### config.mk
export PLATFORM = sky130hd
export DESIGN_NAME = kmap_lut_sweep
export DESIGN_NICKNAME = d
export VERILOG_FILES = /design/src/rtl/kmap_pkg.sv /design/src/rtl/kmap_tt_shift.sv /design/src/rtl/kmap_lut_sweep.sv
export SDC_FILE = /design/constraint.sdc
export NUM_CORES = 1
export LEC_CHECK = 0
export ABC_CLOCK_PERIOD_IN_PS = 2200
export BUFFER_PORTS_ARGS = -buffer_cell sky130_fd_sc_hd__clkbuf_2
export CORE_MARGIN = 2
export CORE_UTILIZATION = 45
export CTS_BUF_LIST = sky130_fd_sc_hd__clkbuf_8
export CTS_CLUSTER_DIAMETER = 80
export DETAILED_ROUTE_END_ITERATION = 10
export PLACE_DENSITY = 0.68
export SYNTH_ARGS = -nofsm -noshare
export SYNTH_HDL_FRONTEND = slang
export SYNTH_SLANG_ARGS = --single-unit
### constraint.sdc
create_clock -name clk -period 2.2 [get_ports clk]
set_input_delay 0 -clock clk [delete_from_list [all_inputs] [get_ports clk]]
set_output_delay 0 -clock clk [all_outputs]
set_load 0.03 [all_outputs]
### src/rtl/kmap_pkg.sv
// Shared types and limits for the programmable N-input truth-table block.
package kmap_pkg;

  localparam int N_IN_MAX = 6;

  typedef enum logic [1:0] {
    IDLE  = 2'd0,
    SWEEP = 2'd1,
    DONE  = 2'd2
  } kmap_state_t;

endpackage

### src/rtl/kmap_tt_shift.sv
// Serially loaded truth-table register: new bit enters at the LSB, so the first
// bit shifted in ends up as entry TT_W-1 once TT_W bits have been accepted.
module kmap_tt_shift #(
  parameter int TT_W = 8
) (
  input  logic            clk,
  input  logic            rst,
  input  logic            i_en,
  input  logic            i_bit,
  output logic [TT_W-1:0] o_tt
);

  logic [TT_W-1:0] r_tt;

  always_ff @(posedge clk or posedge rst) begin
    if (rst)       r_tt <= '0;
    else if (i_en) r_tt <= {r_tt[TT_W-2:0], i_bit};
  end

  assign o_tt = r_tt;

endmodule

### src/rtl/kmap_lut_sweep.sv
// Programmable N-input Boolean function: serial truth-table load, registered
// live evaluation, and an exhaustive sweep that counts minterms.
import kmap_pkg::*;

module kmap_lut_sweep #(
  parameter int N_IN = 3
) (
  input  logic            clk,
  input  logic            rst,
  input  logic            cfg_valid,
  input  logic            cfg_bit,
  output logic            cfg_ready,
  input  logic [N_IN-1:0] in_vec,
  output logic            out,
  input  logic            start,
  output logic            busy,
  output logic            done,
  output logic [N_IN-1:0] sweep_idx,
  output logic            sweep_out,
  output logic [N_IN:0]   ones_cnt
);

  localparam int              TT_W     = 2 ** N_IN;
  localparam logic [N_IN-1:0] IDX_LAST = N_IN'(TT_W - 1);

  kmap_state_t     r_state, w_state_nx;
  logic [N_IN-1:0] r_idx;
  logic [N_IN:0]   r_ones;
  logic            r_out;
  logic [TT_W-1:0] w_tt;
  logic            w_shift;
  logic            w_tt_at_idx;
  logic            w_is_idle, w_is_sweep, w_is_done;
  logic            w_start_ok;

  assign w_is_idle  = (r_state == IDLE);
  assign w_is_sweep = (r_state == SWEEP);
  assign w_is_done  = (r_state == DONE);
  assign w_start_ok = w_is_idle && start;

  // start wins over a same-cycle config bit by withdrawing ready.
  assign cfg_ready = w_is_idle && !start;
  assign w_shift   = cfg_valid && cfg_ready;

  kmap_tt_shift #(.TT_W(TT_W)) u_tt (
    .clk   (clk),
    .rst   (rst),
    .i_en  (w_shift),
    .i_bit (cfg_bit),
    .o_tt  (w_tt)
  );

  assign w_tt_at_idx = w_tt[r_idx];

  always_ff @(posedge clk or posedge rst) begin
    if (rst) r_state <= IDLE;
    else     r_state <= w_state_nx;
  end

  always_comb begin
    w_state_nx = r_state;
    case (r_state)
      IDLE:    if (start) w_state_nx = SWEEP;
      SWEEP:   if (r_idx == IDX_LAST) w_state_nx = DONE;
      DONE:    w_state_nx = IDLE;
      default: w_state_nx = IDLE;
    endcase
  end

  // idx parks on the last entry after a sweep; it is only cleared by start.
  always_ff @(posedge clk or posedge rst) begin
    if (rst) begin
      r_idx  <= '0;
      r_ones <= '0;
    end else if (w_start_ok) begin
      r_idx  <= '0;
      r_ones <= '0;
    end else if (w_is_sweep) begin
      r_ones <= r_ones + {{N_IN{1'b0}}, w_tt_at_idx};
      if (r_idx != IDX_LAST) r_idx <= r_idx + 1'b1;
    end
  end

  // Reads the table as it stands before any shift on the same edge.
  always_ff @(posedge clk or posedge rst) begin
    if (rst) r_out <= 1'b0;
    else     r_out <= w_tt[in_vec];
  end

  assign out       = r_out;
  assign busy      = w_is_sweep || w_is_done;
  assign done      = w_is_done;
  assign sweep_idx = r_idx;
  assign sweep_out = w_is_sweep && w_tt_at_idx;
  assign ones_cnt  = r_ones;

endmodule

==> flow_summary.toml, run 1 <==
[finish]
area_delta_synth_final_pct = 19.7
final_cell_mix = "clkbuf_2, dfrtp_1, mux2_2"
mostFrequentLayoutCell = "clkbuf_2"
fin_nets = 116
final_cell_area_mm2 = 0.00116
fillers = 182
antenna_cells = 0
drive_gt1_share_pct = 38.4

[cts]
h-tree-depth = 1
cts_tree = "yes"
clk_pin_slew_ns = 0.07
insertion_delay_ns = 0.25
numCtsBuffers = 3
clockRootBuffer = "clkbuf_8"
cts.path.max_buffers = 2
clock_sinks = 18

[yosys]
ys_ff_latch = 18
synth.distinct_cells = 20
ys_seq_area_share_pct = 46.4
avgSynthCellArea_um2 = 12.8
syn_inst = 76
yosysWarnings = 0
syn_nets = 92
syn_area_um2 = 971

[timing]
max_freq_mhz = 522
slew_headroom_pct = 54.6
rsz0062_at_grt = "no"
fin_crit_ns = 1.92
setup_viol = 0
holdWs_ns = 0.0763
final-max-slew-violation-count = 0
post-route-period-util_pct = 87.1
setup_tns_ns = 0
finClkSkew_ns = 0.00118
hold_viol = 0
worst_slew_pin_slew_ns = 0.680

[setup_path]
r2r_slack_ns = 0.28
crit_path_start_kind = "flop"
arrival_ns = 2.05
slowest_delay_ns = 0.50
crit_type = "reg -> reg"
critPathMaxFanout = 7
crit_required_ns = 2.33
reg2reg_depth = 7
critPathLaunch = "sweep_idx[0]"
crit_path_end = "ones_cnt[1]"
crit_buf_inv = 1
worstReg2RegEnd = "ones_cnt[1]"
end_kind = "flop"
crit_slowest_cell = "mux4_2"
path_depth = 7
regToRegStartpoint = "sweep_idx[0]"
cp_cell_sequence = "mux2i_1 -> mux4_2 -> inv_1 -> ha_1 -> ha_1 -> mux2i_1 -> nor2_1"
path_delay_family = "multiplexers"

[floorplanning]
initial_utilization_pct = 48.5
dieWidth_um = 50.5
core_mm2 = 0.00200
dieArea_mm2 = 0.00255
row_count = 16
dieHeight_um = 50.5
io_pins = 20

[power_and_ir_drop]
peakVddDrop_v = 0.000619
cellPowerDensity_mw_per_mm2 = 1400
leakage_nw = 0.601

[placed_design]
gp_congestion = 0.735
io_buffers = 19
postPlaceCellArea_mm2 = 0.00108
dp_hpwl_um = 1200

[grt]
overflow = 0
grt_pass1_wl_um = 2680
grt_max_degree = 19
antenna_found_initial = 0
grt_usage_pct = 14.2
grt_pass1_vias = 629

[detailed_routing]
drc = 0
vias = 622
vias_per_cell = 4.94
postRouteAntennaNets = 0
drtPass1Iterations = 2
drt_iter0_markers = 6
wl_per_cell_um = 12.6
wirelength_um = 1580

[run]
maxCapViolations = 0

[worst_hold_path]
min_path_type = "in -> reg"

[outcome]
status = "completed"
tightest hold or removal path: stages:
cell and delay (ns):
clkbuf_2 0.11, nor2b_4 0.05, nor2_1 0.08, a21oi_1 0.05
layout make-up:
type | count | area, um2 | share of cell area [%]
well taps | 27 | 33.8 | 2.91
inverters | 5 | 18.8 | 1.61
flip-flops and latches | 18 | 450 | 38.8
clock buffers | 4 | 55.1 | 4.74
repair buffers | 22 | 125 | 10.8
multi-input cells | 50 | 479 | 41.2
how the worst min path moves through the flow:
stage	startpoint	cells past startpoint	slack, ns	to
4_1_cts	start	4	0.08	r_state[1]
2_1_floorplan	rst	1	-0.06	ones_cnt[0]
6_report	start	4	0.08	r_state[1]
3_3_place_gp	rst	2	0.11	out
5_1_grt	start	4	0.09	r_state[1]
3_5_place_dp	rst	2	0.12	out
per-stage QoR:
stage	cells	total power, mW	util [%]	setup WS, ns
finish	126	1.63	58.1	0.283
global route	126	1.75	58.1	0.178
CTS	126	1.65	58.1	0.277
detailed placement	119	1.37	53.8	0.294
global placement	119	1.35	53.8	0.349
floorplan	76	1.22	-	0.217
report_power, final:
group	switching [mW]	internal, mW	leakage [nW]
logic	0.413	0.358	0.341
clock network	0.108	0.159	0.0288
registers	0.134	0.459	0.231
total	0.655	0.976	0.601
logic make-up (layout without fill, tap and decap cells):
| kind of cell | after synthesis | count (layout) | synth area share (%) |
|---|---|---|---|
| muxes | 21 | 21 | 26.8 |
| DFF | 18 | 18 | 46.4 |
| and+or+nand+nor | 17 | 17 | 9.02 |
| adders and majority gates | 8 | 8 | 10.3 |
| buffers and inverters | 8 | 31 | 4.25 |
| xor gates and xnor gates | 3 | 3 | 2.71 |
| AOI/OAI and AO/OA | 1 | 1 | 0.515 |
flip-flops by register name (all words and copies together) (netlist names):
signal / count
out: 1
u_tt.o_tt: 8
ones_cnt: 4
r_state: 2
sweep_idx: 3
metal layers:
metal	track usage [%]	up-vias	routed length (um)	part of all wire, %
li1	-	303	-	-
met1	17.1	305	742	47
met2	24.8	12	762	48
met3	2.98	2	66	4.2
met4	5.41	0	11	0.70
met5	0	-	0	0
cell usage after synthesis:
cell type / instances / area (um2)
ha_1: 8 / 100
xor2_1: 2 / 17.5
buf_6: 1 / 11.3
nor2_2: 1 / 6.26
mux2_2: 10 / 113
nand2b_1: 1 / 6.26
buf_4: 1 / 7.51
nor2_1: 9 / 33.8
nand2_1: 2 / 7.51
dfrtp_1: 18 / 450
inv_1: 5 / 18.8
mux4_2: 3 / 67.6
clkbuf_1: 1 / 3.75
nand4_1: 1 / 6.26
and2b_1: 1 / 7.51
nor2b_4: 1 / 13.8
mux2i_1: 8 / 80.1
xnor2_1: 1 / 8.76
a21oi_1: 1 / 5.00
and2_1: 1 / 6.26
repair_timing:
| action | CTS | global route |
|---|---|---|
| hold buffers | 3 | 0 |
| resized for setup | 0 | 0 |
| setup buffers | 0 | 0 |
| hold endpoints to repair | 20 | 0 |
Note: power is estimated with default switching activity, not from simulation.
==> run 2, diff against run 1 <==
Settings changed: ABC_AREA set to 1, PLACE_DENSITY 0.68 to 0.67.
==> flow_summary.toml, run 2 <==
[detailed_routing]
vias_per_cell = 4.71
wirelength_um = 1910
drtPass1Iterations = 5
drt_iter0_markers = 19
postRouteAntennaNets = 0
wl_per_cell_um = 10.9
vias = 829
drc = 0

[setup_path]
worstReg2RegEnd = "ones_cnt[1]"
crit_type = "reg -> reg"
slowest_delay_ns = 0.44
cp_cell_sequence = "inv_1 -> nand2_1 -> nand3_1 -> nand3_1 -> nand2_1 -> inv_1 -> ha_1 -> ha_1 -> nor2_1 -> nor2_1"
critPathMaxFanout = 7
arrival_ns = 1.82
reg2reg_depth = 10
crit_path_end = "ones_cnt[1]"
critPathLaunch = "sweep_idx[0]"
crit_required_ns = 2.34
end_kind = "flop"
crit_slowest_cell = "dfrtp_1"
regToRegStartpoint = "sweep_idx[0]"
crit_path_start_kind = "flop"
r2r_slack_ns = 0.52

[outcome]
status = "completed"

[cts]
cts_setup_buffers = 0
h-tree-depth = 1
clk_pin_slew_ns = 0.07
clock_sinks = 18
insertion_delay_ns = 0.25
numCtsBuffers = 3
cts.path.max_buffers = 2
cts_tree = "yes"
clockRootBuffer = "clkbuf_8"

[power_and_ir_drop]
cellPowerDensity_mw_per_mm2 = 1500
switching_share_pct = 47.5
seqPwrFrac_pct = 32.3
intPower_mw = 0.944
finalPower_mw = 1.80
peakVddDrop_v = 0.000938
p_comb_share_pct = 53.0
p_sw_mw = 0.855
p_clk_share_pct = 14.8
leakage_nw = 0.662

[finish]
drive_gt1_share_pct = 19.6
fin_nets = 165
fillers = 213
largest_reg_flops = 8
mostFrequentLayoutCell = "nand2_1"
instances_no_fill = 176
area_delta_synth_final_pct = 20.5
antenna_cells = 0
final_cell_mix = "nand2_1, inv_1, clkbuf_2"

[yosys]
synthFlopType = "dfrtp_1"
syn_inst = 123
synth.distinct_cells = 17
ys_ff_latch = 18
syn_nets = 139
synth_top_area_share_pct = 45.3
yosysMostFrequentCell = "nand2_1"
synth_common_cells = "nand2_1, inv_1, dfrtp_1, o21ai_0, nor2_1"
yosysWarnings = 0
ys_seq_area_share_pct = 45.3
synthArstFlopShare_pct = 100
syn_area_um2 = 995
synth_top_cell_by_area = "dfrtp_1"
avgSynthCellArea_um2 = 8.09
synth-edff-count = 0
yosys-top-cells-area = "dfrtp_1, nand2_1, ha_1, inv_1, o21ai_0"

[timing]
post-route-period-util_pct = 76.2
finClkSkew_ns = 0.00123
hold_viol = 0
max_freq_mhz = 596
setup_viol = 0
holdWs_ns = 0.117
worst_slew_pin_slew_ns = 0.668
final-max-slew-violation-count = 0
fin_crit_ns = 1.68
layout_setup_ws_ns = 0.523
rsz0062_at_grt = "no"
slew_headroom_pct = 55.4
setup_tns_ns = 0

[grt]
grt_usage_pct = 16.4
overflow = 0
grt_pass1_vias = 748
grt_max_degree = 19
grt_pass1_wl_um = 3240
antenna_found_initial = 0

[placed_design]
post-place-ws_ns = 0.528
gp_congestion = 0.732
dp_hpwl_um = 1490
dpl.cell_count = 169
io_buffers = 19

[floorplanning]
dieWidth_um = 51.0
initial_utilization_pct = 46.3
dieHeight_um = 51.0
dieArea_mm2 = 0.00260
core_mm2 = 0.00215
io_pins = 20
row_count = 17

[worst_hold_path]
min_path_cells = 4
min_path_type = "in -> reg"

[run]
maxCapViolations = 0
-- run 2: cell count changes after synthesis, sizes merged, moves of 2 or more --
cell,previous run,this run
inv,5,21
nand2,2,32
o211ai,0,2
xor2,2,0
mux2i,8,0
o21ai,0,15
a21oi,1,7
mux2,10,0
nand3,0,7
mux4,3,0
-- run 2: kinds of logic (layout without fill, tap and decap cells) --
family | count (synthesis) | after routing | share of synthesized area (%)
compound gates | 24 | 24 | 13.0
fa+ha+maj | 8 | 8 | 10.1
buf+inv | 22 | 47 | 9.06
flops | 18 | 18 | 45.3
simple gates | 51 | 51 | 22.6
-- run 2: power by group through the flow --
stage | clock (mW) | combinational (mW) | sequential (mW)
2_1_floorplan | 0 | 0.646 | 0.671
3_3_place_gp | 0 | 0.936 | 0.578
3_5_place_dp | 0 | 0.955 | 0.589
4_1_cts | 0.276 | 0.966 | 0.582
5_1_grt | 0.285 | 1.07 | 0.607
6_report | 0.266 | 0.953 | 0.580
-- run 2: timing repair --
action / 4_1_cts / 5_1_grt
hold buffers: 3 / 0
gates resized for setup: 0 / 0
endpoints found under the hold margin: 20 / 0
-- run 2: per-stage QoR --
| step | instance area [um2] | utilization, % |
|---|---|---|
| detailed placement | 1110 | 51.8 |
| global route | 1200 | 55.8 |
| floorplan | 995 | - |
| finish | 1200 | 55.8 |
| global placement | 1110 | 51.8 |
| CTS | 1200 | 55.8 |
-- run 2: cell type report --
class	instances	area [um2]	area share (%)
Multi-Input combinational cell	83	454	37.9
Timing Repair Buffer	22	125	10.4
Inverter	21	78.8	6.58
Tap cell	28	35.0	2.92
Sequential cell	18	450	37.6
Clock buffer	4	55.1	4.59
-- run 2: worst min-delay path by stage --
stage / startpoint / to / slack [ns]
finish: start / ones_cnt[2] / 0.12
global route: start / ones_cnt[2] / 0.15
CTS: start / ones_cnt[2] / 0.11
detailed placement: rst / ones_cnt[2] / 0.13
global placement: rst / ones_cnt[3] / 0.12
floorplan: rst / ones_cnt[0] / -0.06
-- run 2: worst max-delay path: cells and delay by family, from the launching register on --
| family | cells | cell delay, ns |
|---|---|---|
| adder cells (fa/ha/maj) | 2 | 0.45 |
| buffers and inverters | 2 | 0.22 |
| flip-flops | 1 | 0.44 |
| AND/OR/NAND/NOR | 6 | 0.47 |
-- run 2: layer usage --
| layer | wire [um] | track usage [%] | part of all wire, % |
|---|---|---|---|
| met3 | 82 | 1.75 | 4.3 |
| met2 | 892 | 26.4 | 47 |
| met5 | 0 | 0 | 0 |
| met1 | 921 | 22.1 | 48 |
| met4 | 16 | 8.11 | 0.84 |
==> run 3, diff against run 2 <==
Settings changed: ABC_AREA 1 to 0, ABC_CLOCK_PERIOD_IN_PS 2200 to 1650, PLACE_DENSITY 0.67 to 0.68.
Clock period 2.2 ns to 1.65 ns, I/O delays scaled along.
==> flow_summary.toml, run 3 (synthesis results as in run 1) <==
[outcome]
status = "finished, violations left"
violations = "negative setup slack"

[detailed_routing]
wl_per_cell_um = 12.4
vias = 659
drt_iter0_markers = 2
met1Wirelength_um = 762
vias_per_cell = 4.71
met2_length_um = 841
drc = 0
dr.max_layer_used = "met4"
met3_length_um = 96
postRouteAntennaNets = 0
drtPass1Iterations = 2
wirelength_um = 1730

[cts]
clk_pin_slew_ns = 0.07
h-tree-depth = 1
cts_tree = "yes"
insertion_delay_ns = 0.26
cts.path.max_buffers = 2
clock_sinks = 18
clockRootBuffer = "clkbuf_8"
numCtsBuffers = 3

[finish]
largest_reg_flops = 8
antenna_cells = 0
fillers = 161
area_delta_synth_final_pct = 37.1
drive_gt1_share_pct = 55.8
final_core_util_pct = 66.5
final_cell_area_mm2 = 0.00133
final_cell_mix = "clkbuf_2, dfrtp_1, buf_4"
fin_nets = 130
instances_no_fill = 140
mostFrequentLayoutCell = "clkbuf_2"

[grt]
grt_pass1_vias = 721
antenna_found_initial = 0
grt_pass1_wl_um = 3080
grt_max_degree = 19
overflow = 0
grt_usage_pct = 16.9

[timing]
worst_slew_pin_slew_ns = 0.675
rsz0062_at_grt = "yes"
holdWs_ns = 0.0678
layout_setup_ws_ns = -0.138
setup_viol = 8
fin_crit_ns = 1.79
setup_tns_ns = -0.697
finClkSkew_ns = 0.00583
max_freq_mhz = 559
post-route-period-util_pct = 108
final-max-slew-violation-count = 0
slew_headroom_pct = 55.0
hold_viol = 0

[setup_path]
path_delay_family = "flip-flops"
arrival_ns = 1.93
cp_common_cell = "ha_2"
end_kind = "flop"
crit_slowest_cell = "dfrtp_2"
slowest_delay_ns = 0.46
crit_path_start_kind = "flop"
critPathMaxFanout = 6
crit_type = "reg -> reg"
crit_required_ns = 1.80
cp_cell_sequence = "buf_4 -> buf_6 -> ha_2 -> ha_2 -> and2b_2 -> nor2_2 -> mux2_4"
crit_buf_inv = 2

[placed_design]
dpl.cell_count = 131
postPlaceCellArea_mm2 = 0.00119
gp_congestion = 0.702
post-place-ws_ns = -0.133
dp_hpwl_um = 1310
io_buffers = 19

[floorplanning]
dieWidth_um = 50.5
io_pins = 20
dieArea_mm2 = 0.00255
row_count = 16
initial_utilization_pct = 48.5
dieHeight_um = 50.5
core_mm2 = 0.00200

[power_and_ir_drop]
cellPowerDensity_mw_per_mm2 = 1940
finalPower_mw = 2.58
peakVddDrop_v = 0.00106
leakage_nw = 0.668

[run]
maxCapViolations = 0

[worst_hold_path]
min_path_type = "in -> reg"
==> run 3: worst min-delay path, stage by stage <==
cell and delay [ns]:
clkbuf_2 0.11, nor2b_4 0.05, nor2_1 0.08, a21oi_1 0.05
==> run 3: routing by layer <==
layer,track usage [%],up-vias
met3,7.14,5
met4,6.76,0
met1,19.3,311
li1,-,332
met5,0,-
met2,27.9,11
==> run 3: final timing paths <==
kind	depth (start not counted)	startpoint	endpoint	slack (ns)
worst min register to register	1	r_state[0]	r_state[0]	0.56
worst max register to register	7	sweep_idx[0]	r_state[0]	-0.14
worst max-delay path	7	sweep_idx[0]	r_state[0]	-0.14
max in group asynchronous	3	rst	sweep_idx[0]	0.81
min in group asynchronous	3	rst	u_tt.o_tt[6]	0.37
worst min-delay path	4	start	r_state[1]	0.07
==> run 3: cell type report <==
| cell class | count | area (um2) | share of cell area, % |
|---|---|---|---|
| tap | 27 | 33.8 | 2.54 |
| inverter | 5 | 18.8 | 1.41 |
| timing repair buffer | 36 | 244 | 18.3 |
| multi-input combinational | 50 | 527 | 39.6 |
| clock buffer | 4 | 55.1 | 4.14 |
| sequential | 18 | 453 | 34.0 |
==> run 3: what timing repair did <==
| action | CTS | global route |
|---|---|---|
| buffers inserted | 0 | 2 |
| endpoints found under the setup margin | 9 | 17 |
| endpoints found under the hold margin | 20 | 0 |
| hold buffers | 3 | 0 |
| pin swaps | 2 | 1 |
| resized for setup | 4 | 8 |
==> run 3: report_power, final <==
group | internal (mW) | leakage [nW] | total (mW) | switching (mW)
logic | 0.773 | 0.410 | 1.45 | 0.680
clock network | 0.212 | 0.0288 | 0.361 | 0.149
registers | 0.617 | 0.229 | 0.772 | 0.155
total | 1.60 | 0.668 | 2.58 | 0.983
